File: config.mk
export PLATFORM = sky130hd
export DESIGN_NAME = checkpoint_ctrl
export DESIGN_NICKNAME = d
export VERILOG_FILES = /design/src/rtl/core_types_pkg.sv /design/src/rtl/checkpoint_younger_mask.sv /design/src/rtl/checkpoint_ctrl.sv
export SDC_FILE = /design/constraint.sdc
export NUM_CORES = 1
export LEC_CHECK = 0
export ABC_AREA = 1
export BUFFER_PORTS_ARGS = -buffer_cell sky130_fd_sc_hd__buf_2
export CELL_PAD_IN_SITES_DETAIL_PLACEMENT = 1
export CELL_PAD_IN_SITES_GLOBAL_PLACEMENT = 1
export CORE_AREA = 5 5 82 84
export CTS_BUF_LIST = sky130_fd_sc_hd__clkbuf_16
export DETAILED_ROUTE_END_ITERATION = 12
export DIE_AREA = 0 0 87 89
export PLACE_DENSITY = 0.76
export SETUP_SLACK_MARGIN = 0.05
export SLEW_MARGIN = 20
export SYNTH_ARGS = -nofsm -noshare
export SYNTH_HDL_FRONTEND = slang
export SYNTH_SLANG_ARGS = --single-unit
File: constraint.sdc
create_clock -name CLK -period 4 [get_ports CLK]
set_clock_uncertainty 0.2 [all_clocks]
set_input_delay 0.4 -clock CLK [delete_from_list [all_inputs] [get_ports CLK]]
set_output_delay 0.4 -clock CLK [all_outputs]
set_load 0.03 [all_outputs]
File: src/rtl/core_types_pkg.sv
// ============================================================================
// Module      : core_types_pkg
// Description : Shared core types and sizes for the branch checkpoint logic.
// Revision    : 1.0 - initial release
// ============================================================================
`default_nettype none

package core_types_pkg;

    localparam int CHECKPOINT_COLUMNS     = 4;
    localparam int LOG_CHECKPOINT_COLUMNS = 2;
    localparam int LOG_ROB_DEPTH          = 5;

    typedef logic [LOG_CHECKPOINT_COLUMNS-1:0] checkpoint_column_t;
    typedef logic [LOG_ROB_DEPTH-1:0]          ROB_index_t;
    typedef logic [LOG_CHECKPOINT_COLUMNS:0]   checkpoint_count_t;

    typedef enum logic [1:0] {
        CKPT_FREE     = 2'd0,
        CKPT_ACTIVE   = 2'd1,
        CKPT_RESOLVED = 2'd2
    } checkpoint_state_t;

endpackage

`default_nettype wire

File: src/rtl/checkpoint_younger_mask.sv
// ============================================================================
// Module      : checkpoint_younger_mask
// Description : Circular mask of columns from start_column up to (not incl.)
//               tail_column. start == tail means the whole ring is squashed.
// Revision    : 1.0 - initial release
// ============================================================================
`default_nettype none

module checkpoint_younger_mask
    import core_types_pkg::*;
(
    input  logic [LOG_CHECKPOINT_COLUMNS-1:0] start_column,
    input  logic [LOG_CHECKPOINT_COLUMNS-1:0] tail_column,
    output logic [CHECKPOINT_COLUMNS-1:0]     squash_mask
);

    localparam checkpoint_count_t c_full_span = checkpoint_count_t'(CHECKPOINT_COLUMNS);

    checkpoint_column_t w_span;
    checkpoint_count_t  w_span_ext;

    // An ACTIVE start equal to tail can only happen when the ring is full,
    // so a zero distance stands for "every column".
    assign w_span     = tail_column - start_column;
    assign w_span_ext = (w_span == '0) ? c_full_span : {1'b0, w_span};

    genvar gi;
    generate
        for (gi = 0; gi < CHECKPOINT_COLUMNS; gi++) begin : g_mask
            checkpoint_column_t w_offset;
            assign w_offset        = checkpoint_column_t'(gi) - start_column;
            assign squash_mask[gi] = ({1'b0, w_offset} < w_span_ext);
        end
    endgenerate

endmodule

`default_nettype wire

File: src/rtl/checkpoint_ctrl.sv
// ============================================================================
// Module      : checkpoint_ctrl
// Description : Allocates, retires and squashes branch checkpoint columns as a
//               circular queue. Option macro: CHECKPOINT_CTRL_RETIRE_BYPASS_EN.
// Revision    : 1.0 - initial release
// ============================================================================
`default_nettype none

module checkpoint_ctrl
    import core_types_pkg::*;
(
    input  logic                              CLK,
    input  logic                              nRST,
    input  logic                              save_req_valid,
    input  logic [LOG_ROB_DEPTH-1:0]          save_req_ROB_index,
    output logic                              save_req_ready,
    output logic                              save_en,
    output logic [LOG_CHECKPOINT_COLUMNS-1:0] save_column,
    input  logic                              resolve_valid,
    input  logic [LOG_CHECKPOINT_COLUMNS-1:0] resolve_column,
    input  logic                              resolve_mispredict,
    output logic                              restore_en,
    output logic [LOG_CHECKPOINT_COLUMNS-1:0] restore_column,
    output logic [LOG_ROB_DEPTH-1:0]          restore_ROB_index,
    input  logic                              flush,
    output logic [LOG_CHECKPOINT_COLUMNS:0]   active_count
);

    checkpoint_state_t  r_state [CHECKPOINT_COLUMNS];
    ROB_index_t         r_rob_index [CHECKPOINT_COLUMNS];
    checkpoint_column_t r_head;
    checkpoint_column_t r_tail;
    checkpoint_count_t  r_active_count;

    checkpoint_state_t  w_state_next [CHECKPOINT_COLUMNS];
    ROB_index_t         w_rob_index_next [CHECKPOINT_COLUMNS];
    checkpoint_column_t w_head_next;
    checkpoint_column_t w_tail_next;
    checkpoint_count_t  w_count_next;

    logic w_resolve_active;
    logic w_mispredict;
    logic w_correct;
    logic w_retire;
    logic w_bypass;
    logic [CHECKPOINT_COLUMNS-1:0] w_squash_mask;

    assign w_resolve_active = resolve_valid && (r_state[resolve_column] == CKPT_ACTIVE);
    assign w_mispredict     = w_resolve_active && resolve_mispredict;
    assign w_correct        = w_resolve_active && !resolve_mispredict;
    assign w_retire         = (r_state[r_head] == CKPT_RESOLVED);

`ifdef CHECKPOINT_CTRL_RETIRE_BYPASS_EN
    // Full ring whose oldest column is retiring: hand that column straight over.
    assign w_bypass = w_retire && (r_head == r_tail);
`else
    assign w_bypass = 1'b0;
`endif

    assign restore_en        = w_mispredict && !flush;
    assign restore_column    = restore_en ? resolve_column : '0;
    assign restore_ROB_index = restore_en ? r_rob_index[resolve_column] : '0;

    assign save_req_ready = ((r_state[r_tail] == CKPT_FREE) || w_bypass) && !flush && !restore_en;
    assign save_en        = save_req_valid && save_req_ready;
    assign save_column    = r_tail;
    assign active_count   = r_active_count;

    checkpoint_younger_mask u_younger_mask (
        .start_column (resolve_column),
        .tail_column  (r_tail),
        .squash_mask  (w_squash_mask)
    );

    always_comb begin
        w_state_next     = r_state;
        w_rob_index_next = r_rob_index;
        w_head_next      = r_head;
        w_tail_next      = r_tail;
        w_count_next     = '0;

        if (flush) begin
            for (int i = 0; i < CHECKPOINT_COLUMNS; i++) begin
                w_state_next[i] = CKPT_FREE;
            end
            w_head_next = '0;
            w_tail_next = '0;
        end else if (restore_en) begin
            for (int i = 0; i < CHECKPOINT_COLUMNS; i++) begin
                if (w_squash_mask[i]) begin
                    w_state_next[i] = CKPT_FREE;
                end
            end
            w_tail_next = resolve_column;
            // A RESOLVED head is always older than the mispredicted column.
            if (w_retire) begin
                w_state_next[r_head] = CKPT_FREE;
                w_head_next          = r_head + 1'b1;
            end
        end else begin
            if (w_correct) begin
                w_state_next[resolve_column] = CKPT_RESOLVED;
            end
            if (w_retire) begin
                w_state_next[r_head] = CKPT_FREE;
                w_head_next          = r_head + 1'b1;
            end
            // Last so a bypassed head column ends up ACTIVE rather than FREE.
            if (save_en) begin
                w_state_next[r_tail]     = CKPT_ACTIVE;
                w_rob_index_next[r_tail] = save_req_ROB_index;
                w_tail_next              = r_tail + 1'b1;
            end
        end

        for (int i = 0; i < CHECKPOINT_COLUMNS; i++) begin
            if (w_state_next[i] != CKPT_FREE) begin
                w_count_next = w_count_next + checkpoint_count_t'(1);
            end
        end
    end

    always_ff @(posedge CLK) begin
        if (!nRST) begin
            for (int i = 0; i < CHECKPOINT_COLUMNS; i++) begin
                r_state[i]     <= CKPT_FREE;
                r_rob_index[i] <= '0;
            end
            r_head         <= '0;
            r_tail         <= '0;
            r_active_count <= '0;
        end else begin
            for (int i = 0; i < CHECKPOINT_COLUMNS; i++) begin
                r_state[i]     <= w_state_next[i];
                r_rob_index[i] <= w_rob_index_next[i];
            end
            r_head         <= w_head_next;
            r_tail         <= w_tail_next;
            r_active_count <= w_count_next;
        end
    end

endmodule

`default_nettype wire

==> results.sh <==
export IMPL_status="finished, final reports clean"
export IMPL_post_route_drc_count=0
export IMPL_multiInputGateArea_mm2=0.00142
export IMPL_r2r_end="active_count[1]"
export IMPL_detailedPlace_worstSlack_ns=0.410
export IMPL_rsz0062_at_grt="no"
export IMPL_postCtsHoldBufs=0
export IMPL_clock_latency_ns=0.28
export IMPL_seq_area_um2=701
export IMPL_slowest_stage="dfxtp_1"
export IMPL_rrSetupSlack_ns=0.47
export IMPL_r2r_cells=23
export IMPL_async_reset_ff_frac=0
export IMPL_clk_pin_slew_ns=0.06
export IMPL_grt_pass1_wl_um=12600
export IMPL_clock_sinks=35
export IMPL_ant_nets=0
export IMPL_rows=28
export IMPL_core_area_mm2=0.00585
export IMPL_cp_slowest_stage_delay_ns=0.33
export IMPL_syn_inst=350
export IMPL_wl_per_cell_um=16.3
export IMPL_cp_end_kind="flip-flop"
export IMPL_maxCapViolCount=0
export IMPL_cts_path_max_buffers=2
export IMPL_cp_cell_sequence="inv_1, ha_1, inv_1, nand2_1, nand3_1, nand2_1, ha_1, o21bai_1, nand2_1, o21ai_0, nand3_1, nand2_1, inv_1, ha_1, inv_1, nand3_1, nand2_1, inv_1, ha_1, inv_1, nand2_1, nand2_1, a21oi_1"
export IMPL_antenna_found_initial=0
export IMPL_wirelength_um=7450
export IMPL_layout_drive_gt1_share=0.178
export IMPL_powerDensity_mw_per_mm2=359
export IMPL_cts_buffers=5
export IMPL_synthTopCellsByCount="nor2_1 (83), nand2_1 (48), inv_1 (37), dfxtp_1 (35), o21ai_0 (33)"
export IMPL_ys_top_cells_by_area="dfxtp_1 (30%), nor2_1 (13%), ha_1 (10%)"
export IMPL_setup_ws_ns=0.468
export IMPL_hp_start="save_req_ROB_index[1]"
export IMPL_die_h_um=89
export IMPL_regToRegStartpoint="save_column[0]"
export IMPL_cp_max_fo=4
export IMPL_cts_tree="yes"
export IMPL_critPathTopFamily="adder cells"
export IMPL_finalHoldViolCount=0
export IMPL_tns_ns=0
export IMPL_min_path_type="primary input to flip-flop"
export IMPL_first_pass_iters=4
export IMPL_gp_congestion=0.879
export IMPL_finalCritPeriodShare=0.883
export IMPL_syn_area_per_cell_um2=6.62
export IMPL_ys_flop_type="dfxtp_1"
export IMPL_slew_viol_final=0
export IMPL_grt_pass1_vias=2561
export IMPL_netlist_area_mm2=0.00232
export IMPL_hpwl_um=5610
export IMPL_setup_violations=0
export IMPL_die_area_mm2=0.00774
export IMPL_initial_core_util=0.396
export IMPL_finish_net_count=413
export IMPL_vdd_drop_max_mv=0.245
export IMPL_n_antenna_cell=0
export IMPL_fill_cells=806
export IMPL_cp_arrival_ns=3.54
export IMPL_cts_resized=0
export IMPL_path_common_cell="nand2_1"
export IMPL_yosysSeqAreaShare=0.302
export IMPL_whs_path_depth=3
export IMPL_post_route_min_period_ns=3.53
export IMPL_max_freq_mhz=283
export IMPL_gr_total_overflow=0
export IMPL_yosysWarnings=0
export IMPL_power_leakage_nw=1.30
export IMPL_critPathKind="flip-flop to flip-flop"
export IMPL_synth_edf_count=0
export IMPL_synth_top_area_frac=0.302
export IMPL_port_buffers=27
export IMPL_required_ns=4.01
export IMPL_area_growth_pct=16.9
export IMPL_synth_seq_cells=35
export IMPL_synth_cell_types=33
export IMPL_worst_pin_slew_ns=0.442
export IMPL_root_buffer="clkbuf_16"
export IMPL_synth_top_area_cell="dfxtp_1"
export IMPL_hold_end="r_rob_index[16]"
export IMPL_vias_per_cell=5.25
export IMPL_start_kind="flip-flop"
export IMPL_htreeDepth=2
export IMPL_synth_nets=382
export IMPL_crit_buf_inv=6
export IMPL_drt_iter0_drc=123
export IMPL_post_cts_buffers=0
export IMPL_max_slew_margin=0.705
export IMPL_pin_count=28
export IMPL_die_x_um=87
export IMPL_grt_usage=0.210
export IMPL_yosysMostFrequentCell="nor2_1"
export IMPL_grt_max_degree=26
export IMPL_vias=2400
cell usage in the layout, fill, tap and decap left out, types with 6 or more instances in the layout:
master   netlist  routed
o21ai_0       33      33
buf_2          1      27
nand2_1       48      48
nand3_1       28      28
nand2_2        7       7
nor2_1        83      83
inv_2          6       6
a21oi_1       17      17
ha_1          19      19
dfxtp_1       35      35
inv_1         37      37
worst reg2reg max path: cells and delay by family (launching register included):
kind | cells | cell delay [ns]
fa+ha+maj | 4 | 1.22
flops | 1 | 0.33
simple gates | 10 | 0.89
buf+inv | 6 | 0.37
compound gates | 3 | 0.45
logic make-up after synthesis:
kind of cell / Yosys count / synth area share
simple gates: 185 / 0.366
fa+ha+maj: 19 / 0.103
flops: 35 / 0.302
buf+inv: 50 / 0.0842
compound gates: 61 / 0.145
final cells by class:
class                      instances  share of cell area
clock buffer                       5              0.0461
inverter                          44              0.0618
clock inverter                     3              0.0162
tap                               75              0.0346
sequential                        35               0.258
multi-input combinational        265               0.525
timing repair buffer              30              0.0581
per-stage QoR:
stage | cell area, µm² | power, W | hold slack, ns | util | std cells
after floorplan | 2320 | 0.000471 | 0.249 | - | 350
after global placement | 2540 | 0.000514 | 0.258 | 0.435 | 449
after detailed placement | 2540 | 0.000520 | 0.266 | 0.435 | 449
after CTS | 2710 | 0.000976 | 0.211 | 0.463 | 457
after global routing | 2710 | 0.00101 | 0.236 | 0.463 | 457
final | 2710 | 0.000972 | 0.216 | 0.463 | 457
flip-flops by register name, summed over array words and instances, names as in the netlist:
register and cells:
r_rob_index 20, r_state 8, active_count 3, r_head 2
save_column 2
worst max path at each step:
stage | end | from | cells after the start
6_report | active_count[1] | save_column[0] | 23
5_1_grt | active_count[1] | save_column[0] | 23
4_1_cts | active_count[1] | save_column[0] | 23
3_5_place_dp | active_count[1] | resolve_column[0] | 23
3_3_place_gp | active_count[1] | resolve_column[0] | 23
2_1_floorplan | active_count[1] | save_column[0] | 23
report_power, final:
part           switching, W  internal, W
sequential       0.00000495     0.000357
clock              0.000164     0.000294
combinational      0.000105    0.0000466
layer usage:
layer  wire, µm  track usage
met1       3480        0.264
met2       3430        0.345
met3        301       0.0415
met4        238       0.0963
met5          0            0
Power figures use the tool's default switching activity.
